--- src/rtl/sync_fifo_pkg.sv ---
`default_nettype none
// +--------------------------------------------------------------------------+
// | sync_fifo_pkg - shared widths and stream types for the sync FIFO family  |
// | Rev 1.0                                                                  |
// +--------------------------------------------------------------------------+
package sync_fifo_pkg;

  localparam int BUS_WIDTH         = 8;
  localparam int BURST_LEN_DEFAULT = 4;

  typedef struct packed {
    logic [BUS_WIDTH-1:0] data;
    logic                 last;
  } stream_word_t;

endpackage
`default_nettype wire

--- src/rtl/skid_buf3.sv ---
`default_nettype none
// +--------------------------------------------------------------------------+
// | skid_buf3 - 3-entry circular buffer, head reads as zero when empty       |
// | Rev 1.0                                                                  |
// +--------------------------------------------------------------------------+
module skid_buf3
  import sync_fifo_pkg::*;
(
  input  logic                 clk,
  input  logic                 rst_n,
  input  logic                 push,
  input  logic [BUS_WIDTH-1:0] push_data,
  input  logic                 pop,
  output logic [BUS_WIDTH-1:0] head_data,
  output logic [1:0]           occ
);

  logic [BUS_WIDTH-1:0] r_mem [3];
  logic [1:0]           r_head;
  logic [1:0]           r_tail;
  logic [1:0]           r_occ;

  function automatic logic [1:0] ptr_inc(input logic [1:0] p);
    return (p == 2'd2) ? 2'd0 : p + 2'd1;
  endfunction

  // Callers guarantee push only with a free slot (or a same-cycle pop).
  always_ff @(posedge clk or negedge rst_n) begin
    if (!rst_n) begin
      r_head <= 2'd0;
      r_tail <= 2'd0;
      r_occ  <= 2'd0;
      for (int i = 0; i < 3; i++) r_mem[i] <= '0;
    end else begin
      if (push) begin
        r_mem[r_tail] <= push_data;
        r_tail        <= ptr_inc(r_tail);
      end
      if (pop) r_head <= ptr_inc(r_head);
      r_occ <= r_occ + {1'b0, push} - {1'b0, pop};
    end
  end

  assign head_data = (r_occ != 2'd0) ? r_mem[r_head] : '0;
  assign occ       = r_occ;

endmodule
`default_nettype wire

--- src/rtl/fifo_stream_reader.sv ---
`default_nettype none
// +--------------------------------------------------------------------------+
// | fifo_stream_reader - drains the sync FIFO read port onto a valid/ready   |
// | stream with burst-last marking and read-protocol error flag. Rev 1.0     |
// +--------------------------------------------------------------------------+
module fifo_stream_reader
  import sync_fifo_pkg::*;
#(
  parameter int BURST_LEN = BURST_LEN_DEFAULT
) (
  input  logic                 clk,
  input  logic                 rst_n,
  input  logic                 enable,
  input  logic                 fifo_empty,
  output logic                 fifo_rd_en,
  input  logic [BUS_WIDTH-1:0] fifo_data,
  input  logic                 fifo_valid,
  output logic [BUS_WIDTH-1:0] m_data,
  output logic                 m_valid,
  input  logic                 m_ready,
  output logic                 m_last,
  output logic                 protocol_err
);

  localparam int                 c_CNT_W    = (BURST_LEN > 1) ? $clog2(BURST_LEN) : 1;
  localparam logic [c_CNT_W-1:0] c_LAST_CNT = c_CNT_W'(BURST_LEN - 1);

  logic [1:0]           w_occ;
  logic [BUS_WIDTH-1:0] w_head_data;
  logic                 w_pop;
  logic                 w_full;
  logic                 w_push;
  logic                 w_err_set;
  stream_word_t         w_head;

  logic                 r_inflight;
  logic [c_CNT_W-1:0]   r_burst_cnt;
  logic                 r_err;

  // Registered terms only, so m_ready never reaches the FIFO strobe.
  assign fifo_rd_en = enable && !fifo_empty &&
                      (({1'b0, w_occ} + {2'b00, r_inflight}) <= 3'd2);

  assign m_valid   = (w_occ != 2'd0);
  assign w_pop     = m_valid && m_ready;
  assign w_full    = (w_occ == 2'd3);
  assign w_push    = fifo_valid && (!w_full || w_pop);
  assign w_err_set = fifo_valid && (!r_inflight || (w_full && !w_pop));

  always_comb begin
    w_head      = '0;
    w_head.data = w_head_data;
    w_head.last = m_valid && (r_burst_cnt == c_LAST_CNT);
  end

  assign m_data       = w_head.data;
  assign m_last       = w_head.last;
  assign protocol_err = r_err;

  skid_buf3 u_buf (
    .clk       (clk),
    .rst_n     (rst_n),
    .push      (w_push),
    .push_data (fifo_data),
    .pop       (w_pop),
    .head_data (w_head_data),
    .occ       (w_occ)
  );

  always_ff @(posedge clk or negedge rst_n) begin
    if (!rst_n) begin
      r_inflight  <= 1'b0;
      r_burst_cnt <= '0;
      r_err       <= 1'b0;
    end else begin
      r_inflight <= fifo_rd_en;
      r_err      <= r_err | w_err_set;
      if (w_pop) r_burst_cnt <= (r_burst_cnt == c_LAST_CNT) ? '0 : r_burst_cnt + 1'b1;
    end
  end

endmodule
`default_nettype wire

--- config.mk ---
export PLATFORM = sky130hd
export DESIGN_NAME = fifo_stream_reader
export DESIGN_NICKNAME = d
export VERILOG_FILES = /design/src/rtl/sync_fifo_pkg.sv /design/src/rtl/skid_buf3.sv /design/src/rtl/fifo_stream_reader.sv
export SDC_FILE = /design/constraint.sdc
export NUM_CORES = 1
export LEC_CHECK = 0
export BUFFER_PORTS_ARGS = -buffer_cell sky130_fd_sc_hd__buf_4
export CORE_ASPECT_RATIO = 1.75
export CORE_UTILIZATION = 50
export CTS_CLUSTER_DIAMETER = 50
export DETAILED_ROUTE_END_ITERATION = 12
export PLACE_DENSITY_LB_ADDON = 0.1
export SYNTH_ARGS = -nofsm -noshare
export SYNTH_HDL_FRONTEND = slang
export SYNTH_HIERARCHICAL = 1
export SYNTH_SLANG_ARGS = --single-unit
--- constraint.sdc ---
create_clock -name clk -period 1.6 [get_ports clk]
set_input_delay 0.08 -clock clk [delete_from_list [all_inputs] [get_ports clk]]
set_output_delay 0.08 -clock clk [all_outputs]
set_load 0.02 [all_outputs]
==> results.md, run 1 <==
* Status: finished with violations
* Inserted Clock Buffers at 5
* Setup Slack @ Placement at -16.89 ps
* Clock latency on the worst-skew pair at between 200 and 300 ps
* Post-synthesis cell count at 133
* Crit path time final at 1799 ps
* Remaining Overflow, GRT at 0
* Crit path kind: reg -> out
* Routed vias at 1208
* Dpl hpwl at 2.460 mm
* Max-cap violations at 0
* Chip height at 78.15 µm
* # fillers at 232
* Skew final at 3.708 ps
* Number of remaining DRC errors at 0
* CTS tree: yes
* Reg clk slew, reported paths at 60 ps
* Synth area leaders: dfrtp_1 (51%), mux2_2 (21%), ha_1 (4.5%)
* Antenna violations before repair at 0
* Share of cells above drive strength 1 at about 53%
* Ys async rst share at 100.0%
* Setup_tns at -1898 ps
* Worst Setup Slack, final at -199.2 ps
* First-pass GRT wire length at ~6 mm
* CTS Sinks at 34
* Initial Util at 52.73%
* LEAKAGE at 1.054 nW
* Yosys top cell area share at between 50 and 60%
* Sequential share of the synthesized area at about half
* Core ar. at around 0.0031 mm²
* Final setup viols at 24
* Fin. max-slew vios at 0
* Worst Tran Pin Value at ~430 ps
* Failing checks: negative setup slack
* I/O Pins at 26
* Mapped Nets at 153
* Switch Pwr at 0.001740 W
* Final instance area at 0.002258 mm²
* EDFF count, synth at 0
* Unique masters post-synth at 30
* Slew Limit Headroom at 71.07%
* Pint at 0.003038 W
* Cell Pwr Density at 2116 mW/mm²
* Peak VDD IR at 1372 µV
* Worst setup EP type: output port
* Drt total wl at about 3.7 mm
* Pre-antenna DRT Iters at 6
* Ys flop type: dfrtp_1
* Cell area after placement at between 0.0015 and 0.002 mm²
* Die X-Extent at 45.51 µm
* Logic pwr share at 54.7%
* DR vias/cell at around 5.3
* Reg power frac at 33.2%
* Gr usage total at 23.56%
* PortBufs at 25
* Die area at 0.003556 mm²
* CTS max path bufs at 2
* Final Hold Vio Count at 0
* Post-synthesis average cell area at approximately 12 µm²
* Hold crit path type: in -> reg
* Vias in the first global route at approximately 1300
* Multi-input gate area at 834.6 µm²
* Worst EP required at 1520 ps
* Largest net degree at the start of global routing at 35
* Ys Warns at 6
* Unrepaired setup endpoints after global routing: true
* Mapped Area at 0.001657 mm²
* Clock group share of total power at 12.1%
* H-tree lvl count at 2
* Layout area overhead at 36.33%
* Synthesis-stage register bit count at 34
* Register area at around 850 µm²
* Period utilization at 112.4%
* Antenna cells at 0
* WL/cell at 16.25 µm
* Max Clock Freq at about 0.56 GHz
* Nets@finish at ~200
* Most numerous cell in the Yosys netlist: dfrtp_1
* Startpoint Class: register
* Area leader, netlist: dfrtp_1
* Initial DRC count at 31
* Data arrival time of the worst path at 1720 ps
* Clk root buf: clkbuf_8
* Final GP Congestion at 0.7037
* Num rows at 27
* List of most frequent post-synthesis cells: dfrtp_1 (34), mux2_2 (31), inv_1 (9)
* Final ANT Viol Nets at 0
* Sw Ratio at 36.41%
* Crit Path Max Fanout at 2
## cells in the final DEF (no fill, tap or decap), types with 5 or more instances in the layout
master    count
a21oi_1       7
dfrtp_1      33
buf_4        41
buf_6         7
nand2_1       8
clkbuf_8      5
inv_1         6
nand3b_1      7
mux2_4        5
mux2_2       26
## worst paths after layout
path	start	to	slack, ps	depth (start not counted)
worst max-delay path	u_buf/occ[0]	fifo_rd_en	-200	7
worst min-delay path	fifo_valid	protocol_err	30	2
worst max register to register	u_buf/occ[0]	u_buf/occ[1]	-150	9
worst min register to register	protocol_err	protocol_err	500	1
max in group asynchronous	rst_n	u_buf/r_head[1]	980	2
min in group asynchronous	rst_n	u_buf/r_mem[17]	290	2
## critical path: stages (launching register included)
cell	delay, ps
dfrtp_1	400
buf_6	130
ha_4	170
inv_4	50
ha_4	180
nor3b_2	140
o211a_1	220
buf_6	130
## through the flow
| stage | utilization (%) | hold WS [ps] | instances | power (W) |
|---|---|---|---|---|
| final | 71.88 | 29.83 | 229 | 0.004778 |
| after detailed placement | 63.36 | 52.23 | 212 | 0.003801 |
| after global routing | 71.88 | 18.23 | 229 | 0.005099 |
| after floorplan | - | -215.6 | 133 | 0.002957 |
| after CTS | 70.33 | 18.67 | 227 | 0.004662 |
| after global placement | 63.36 | 43.73 | 212 | 0.003663 |
## registers in the layout, indices dropped and copies added (netlist names)
| register | flops |
|---|---|
| u_buf/r_mem | 24 |
| u_buf/occ | 2 |
| u_buf/r_head | 2 |
| r_burst_cnt | 2 |
| protocol_err | 1 |
| r_inflight | 1 |
| u_buf/r_tail | 2 |
## timing repair
item	4_1_cts	5_1_grt
endpoints found under the hold margin	34	0
cloned	0	0
gates resized for setup	19	9
hold buffers	1	0
endpoints found under the setup margin	10	37
setup buffers	7	3
pin swaps	6	6
## logic make-up (layout without fill, tap and decap cells)
| group | Yosys count | after routing | share of synthesized area, % |
|---|---|---|---|
| buf+inv | 14 | 67 | 3.851 |
| mux | 35 | 35 | 23.64 |
| simple gates | 26 | 26 | 9.291 |
| compound gates | 16 | 16 | 6.270 |
| fa+ha+maj | 6 | 6 | 4.532 |
| xor+xnor | 2 | 2 | 1.058 |
| flops | 34 | 34 | 51.36 |
## power by group through the flow
stage / combinational, W / sequential (W) / clock (W)
2_1_floorplan: 0.00147 / 0.00149 / 0
3_3_place_gp: 0.00211 / 0.00155 / 0
3_5_place_dp: 0.00221 / 0.00160 / 0
4_1_cts: 0.00248 / 0.00158 / 0.000599
5_1_grt: 0.00283 / 0.00163 / 0.000637
6_report: 0.00261 / 0.00159 / 0.000580
## final cells by class
type | count | area share [%]
Inverter | 10 | 1.773
Timing Repair Buffer | 50 | 17.78
Clock buffer | 7 | 3.379
Sequential cell | 34 | 37.73
Multi-Input combinational cell | 85 | 36.95
Tap cell | 43 | 2.382
## per-layer routing
layer / vias up / GRT usage, % / part of all wire [%]
li1: 571 / - / -
met1: 601 / 26.48 / 38
met2: 29 / 40.71 / 57
met3: 7 / 5.517 / 3.2
met4: 0 / 9.091 / 1.8
met5: - / 0 / 0
Note: power is estimated with default switching activity, not from simulation.
==> inputs of run 2 (changes only) <==
BUFFER_PORTS_ARGS = -buffer_cell sky130_fd_sc_hd__buf_2   (was -buffer_cell sky130_fd_sc_hd__buf_4)
==> results.md, run 2 (synthesized netlist as in run 1, its figures left out) <==
* LEAKAGE at 1.041 nW
* Gr usage total at 22.05%
* Reg clk slew, reported paths at about 70 ps
* Top delay family on crit path: flip-flops
* I/O Pins at 26
* Unrepaired setup endpoints after global routing: true
* Setup Slack @ Placement at -18.53 ps
* Skew final at 8.500 ps
* Antenna violations before repair at 0
* Peak VDD IR at 1218 µV
* Antenna cells at 0
* Vias in the first global route at 1302
* Most frequent cells in the layout: dfrtp_1 (33), mux2_2 (25), buf_2 (22)
* Worst path bufs/invs at 3
* Final setup viols at 26
* Initial Util at between 50% and 60%
* Largest net degree at the start of global routing at 35
* Worst Tran Pin Value at 758.2 ps
* Crit Path Max Fanout at 7
* Pre-antenna DRT Iters at 3
* Largest register by flop count: u_buf/r_mem
* Final ANT Viol Nets at 0
* Share of cells above drive strength 1 at a little over half
* Clock latency on the worst-skew pair at between 200 and 300 ps
* Fin. max-slew vios at 0
* Cell Pwr Density at 2135 mW/mm²
* Data arrival time of the worst path at ~1700 ps
* # fillers at ~250
* Inserted Clock Buffers at 5
* First-pass GRT wire length at 5.651 mm
* Dpl hpwl at approximately 2.3 mm
* CTS tree: yes
* Die X-Extent at between 40 and 50 µm
* CTS Sinks at 34
* Num rows at 27
* Slew Limit Headroom at between 40% and 50%
* Cell breakdown of the critical path: buf_4 > inv_1 > ha_4 > nor3b_2 > o211a_1 > buf_6
* Chip height at slightly below 80 µm
* Die area at between 0.003 and 0.004 mm²
* Most common cell after layout, fill and taps aside: dfrtp_1
* Crit path time final at approximately 1800 ps
* Worst Setup SP: u_buf/occ[1]
* Max-cap violations at 0
* Final GP Congestion at 0.7479
* Period utilization at 111.5%
* Core ar. at 0.003142 mm²
* Nets@finish at 205
* Hold crit path type: in -> reg
* Hold_sp: fifo_data[0]
* Largest register FFs at 24
* Max Clock Freq at 0.5606 GHz
* Startpoint Class: register
* Clk root buf: clkbuf_8
* Layout area overhead at 33.31%
* PortBufs at 25
* Worst r2r src: u_buf/occ[0]
* Worst EP required at approximately 1500 ps
* Initial DRC count at 14
* Final Hold Vio Count at 0
* CTS max path bufs at 2
* Worst setup EP type: output port
* DR vias/cell at roughly 5.2
* Crit path kind: reg -> out
* Max incr delay on CP at approximately 420 ps
* WP depth at 6
* Slowest cell on crit path: dfrtp_1
* Final hold slack at 53.37 ps
* Number of remaining DRC errors at 0
* Worst Setup Slack, final at -183.8 ps
* H-tree lvl count at 2
* Status: finished with violations
* Hold Path Stages at 2
* Drt total wl at 3.652 mm
* WL/cell at 15.95 µm
* R2r worst-path depth at 8
* Routed vias at 1196
* Failing checks: negative setup slack
* Remaining Overflow, GRT at 0
[run 2: path summary, 6_finish.rpt]
path | to | slack, ps
max in group asynchronous | u_buf/r_head[1] | 670
max | fifo_rd_en | -180
min in group asynchronous | u_buf/r_head[1] | 410
min reg2reg | protocol_err | 480
min | u_buf/r_mem[16] | 50
max reg2reg | u_buf/r_mem[20] | -170
[run 2: layout make-up]
cell class	count	area, µm²	share of cell area [%]
flip-flops and latches	34	852.1	38.58
multi-input cells	85	835.8	37.85
well taps	43	53.80	2.436
clock inverters	1	5.005	0.2266
repair buffers	49	337.8	15.30
inverters	10	37.54	1.700
clock buffers	7	86.33	3.909
[run 2: power breakdown]
part | internal, W | leakage [nW] | total, W | switching, W
Sequential | 0.00129 | 0.402 | 0.00156 | 0.000267
Combinational | 0.00135 | 0.591 | 0.00252 | 0.00117
Clock | 0.000347 | 0.0482 | 0.000642 | 0.000295
Total | 0.00298 | 1.04 | 0.00472 | 0.00173
[run 2: through the flow]
step | cells | instance area [µm²] | util (%) | TNS [ps] | total power [W]
6_report | 229 | 2208 | 70.29 | -2957 | 0.004715
3_3_place_gp | 210 | 1913 | 60.89 | -168.3 | 0.003534
5_1_grt | 229 | 2208 | 70.29 | -4860 | 0.005024
4_1_cts | 222 | 2098 | 66.79 | -1174 | 0.004461
2_1_floorplan | 133 | 1663 | - | 0 | 0.002957
3_5_place_dp | 210 | 1913 | 60.89 | -86.70 | 0.003636
[run 2: metal layers]
metal / global-route usage [%] / wire length (µm) / share of wire, % / vias to the layer above
met5: 0 / 0 / 0 / -
met4: 7.879 / 41 / 1.1 / 0
met3: 5.057 / 111 / 3.0 / 5
met2: 39.71 / 2122 / 58 / 24
met1: 23.44 / 1378 / 38 / 601
li1: - / - / - / 566
[run 2: repair_timing]
action,4_1_cts,5_1_grt
setup buffers,3,7
hold buffers,1,0
endpoints found under the setup margin,17,34
gates resized for setup,14,18
pin swaps,2,8
cloned,0,0
hold endpoints to repair,34,0
==> inputs of run 3 (changes only) <==
CORE_ASPECT_RATIO = 1.2   (was 1.75)
==> results.md, run 3 (synthesized netlist as in run 1, its figures left out) <==
* Final Hold Vio Count at 0
* Dpl hpwl at 2.266 mm
* Reg clk slew, reported paths at approximately 100 ps
* Hold crit path type: in -> reg
* Unrepaired setup endpoints after global routing: true
* Initial DRC count at 7
* Layout area overhead at 43.35%
* Num rows at 22
* Die X-Extent at 54.55 µm
* Inserted Clock Buffers at 5
* Peak VDD IR at 1455 µV
* Slew Limit Headroom at 48.91%
* Startpoint Class: register
* CTS tree: yes
* Crit path time final at approximately 1800 ps
* Failing checks: negative setup slack
* Most common cell after layout, fill and taps aside: dfrtp_1
* Remaining Overflow, GRT at 0
* I/O Pins at 26
* Max Clock Freq at 0.5452 GHz
* Max-cap violations at 0
* LEAKAGE at 1.078 nW
* Pre-antenna DRT Iters at 4
* CTS Sinks at 34
* Skew final at 5.313 ps
* Vias in the first global route at between 1000 and 1500
* Nets@finish at 214
* Initial Util at 53.26%
* Antenna cells at 0
* Clock latency on the worst-skew pair at roughly 340 ps
* Slowest cell on crit path: dfrtp_1
* Final hold slack at 199.4 ps
* Data arrival time of the worst path at 1750 ps
* Worst EP required at 1520 ps
* Hold Path Stages at 4
* Die area at 0.003548 mm²
* Final ANT Viol Nets at 0
* First-pass GRT wire length at 5.858 mm
* Routed vias at 1264
* Cell Pwr Density at 2104 mW/mm²
* Worst Hold Path EP: r_burst_cnt[0]
* Reg2reg end: u_buf/occ[1]
* DR vias/cell at ~5.5
* Hold_sp: m_ready
* Setup Slack @ Placement at -39.68 ps
* CTS max path bufs at 2
* Most frequent cells in the layout: dfrtp_1 (33), mux2_2 (28), buf_2 (17)
* Gr usage total at a little under a quarter
* PortBufs at 25
* Clk root buf: clkbuf_4
* Status: finished with violations
* R2r worst-path depth at 9
* Antenna violations before repair at 0
* Largest net degree at the start of global routing at 35
* Worst Setup Slack, final at -234.1 ps
* Drt total wl at between 3 and 4 mm
* Reg-to-reg setup timing slack at -190 ps
* Core ar. at 0.003110 mm²
* Worst setup EP type: output port
* Cell breakdown of the critical path: buf_6 > ha_4 > inv_4 > ha_4 > nor3b_2 > o211a_1 > buf_6
* Period utilization at 114.6%
* Final Core Density at 76.35%
* Max incr delay on CP at 400 ps
* Number of remaining DRC errors at 0
* Fin. max-slew vios at 0
* H-tree lvl count at 2
* Final GP Congestion at a little over 0.7
* WL/cell at ~17 µm
* Largest register by flop count: u_buf/r_mem
* Final setup viols at 19
* Worst r2r src: u_buf/occ[1]
* Crit path kind: reg -> out
* Largest register FFs at 24
* Crit Path Max Fanout at 2
* Chip height at between 60 and 70 µm
* Share of cells above drive strength 1 at 56.41%
* Worst Tran Pin Value at 766.3 ps
==> run 3: worst max-delay path by stage <==
stage / startpoint / end / cells past startpoint
after CTS: u_buf/occ[0] / fifo_rd_en / 7
after floorplan: u_buf/occ[1] / u_buf/r_mem[0] / 6
final: u_buf/occ[0] / fifo_rd_en / 7
after detailed placement: u_buf/occ[0] / u_buf/r_mem[4] / 5
after global routing: u_buf/occ[0] / fifo_rd_en / 7
after global placement: u_buf/occ[1] / u_buf/r_mem[7] / 5
==> run 3: through the flow <==
step	TNS [ps]	cell area [µm²]	instances	power [W]
final	-1421	2375	231	0.004996
after global routing	-3388	2375	231	0.005306
after CTS	-839.4	2237	227	0.004557
after detailed placement	-187.9	1929	203	0.003699
after global placement	-94.00	1929	203	0.003595
after floorplan	0	1663	133	0.002957
==> run 3: worst max-delay path: cells and delay by family (launching register included) <==
family / cells / cell delay, ps
AOI/OAI and AO/OA: 1 / 220
adders and majority gates: 2 / 340
buffers and inverters: 3 / 310
DFF: 1 / 400
and+or+nand+nor: 1 / 140
==> run 3: power breakdown <==
group	switching [W]	total, W	internal (W)
Combinational	0.00132	0.00294	0.00161
Clock	0.000303	0.000516	0.000213
Sequential	0.000260	0.00154	0.00128
Total	0.00189	0.00500	0.00311
==> run 3: layer usage <==
| layer | wire (µm) | part of all wire (%) | global-route usage [%] |
|---|---|---|---|
| met1 | 1595 | 41 | 28.88 |
| met2 | 2020 | 53 | 39.48 |
| met3 | 114 | 3.0 | 7.042 |
| met4 | 114 | 3.0 | 7.692 |
| met5 | 0 | 0 | 0 |
==> run 3: repair_timing <==
| item | in CTS | in global routing |
|---|---|---|
| setup endpoints to repair | 17 | 34 |
| pin swaps | 6 | 9 |
| hold endpoints to repair | 59 | 0 |
| resized for setup | 27 | 29 |
| setup buffers | 4 | 4 |
| cloned | 0 | 0 |
| hold buffers | 12 | 0 |
==> run 3: final cells by class <==
cell class	instances	area (µm²)
clock buffers	7	55.05
inverters	10	40.04
fillers	210	735.7
flip-flops and latches	34	852.1
clock inverters	1	5.005
repair buffers	58	496.7
well taps	36	45.04
multi-input cells	85	880.8
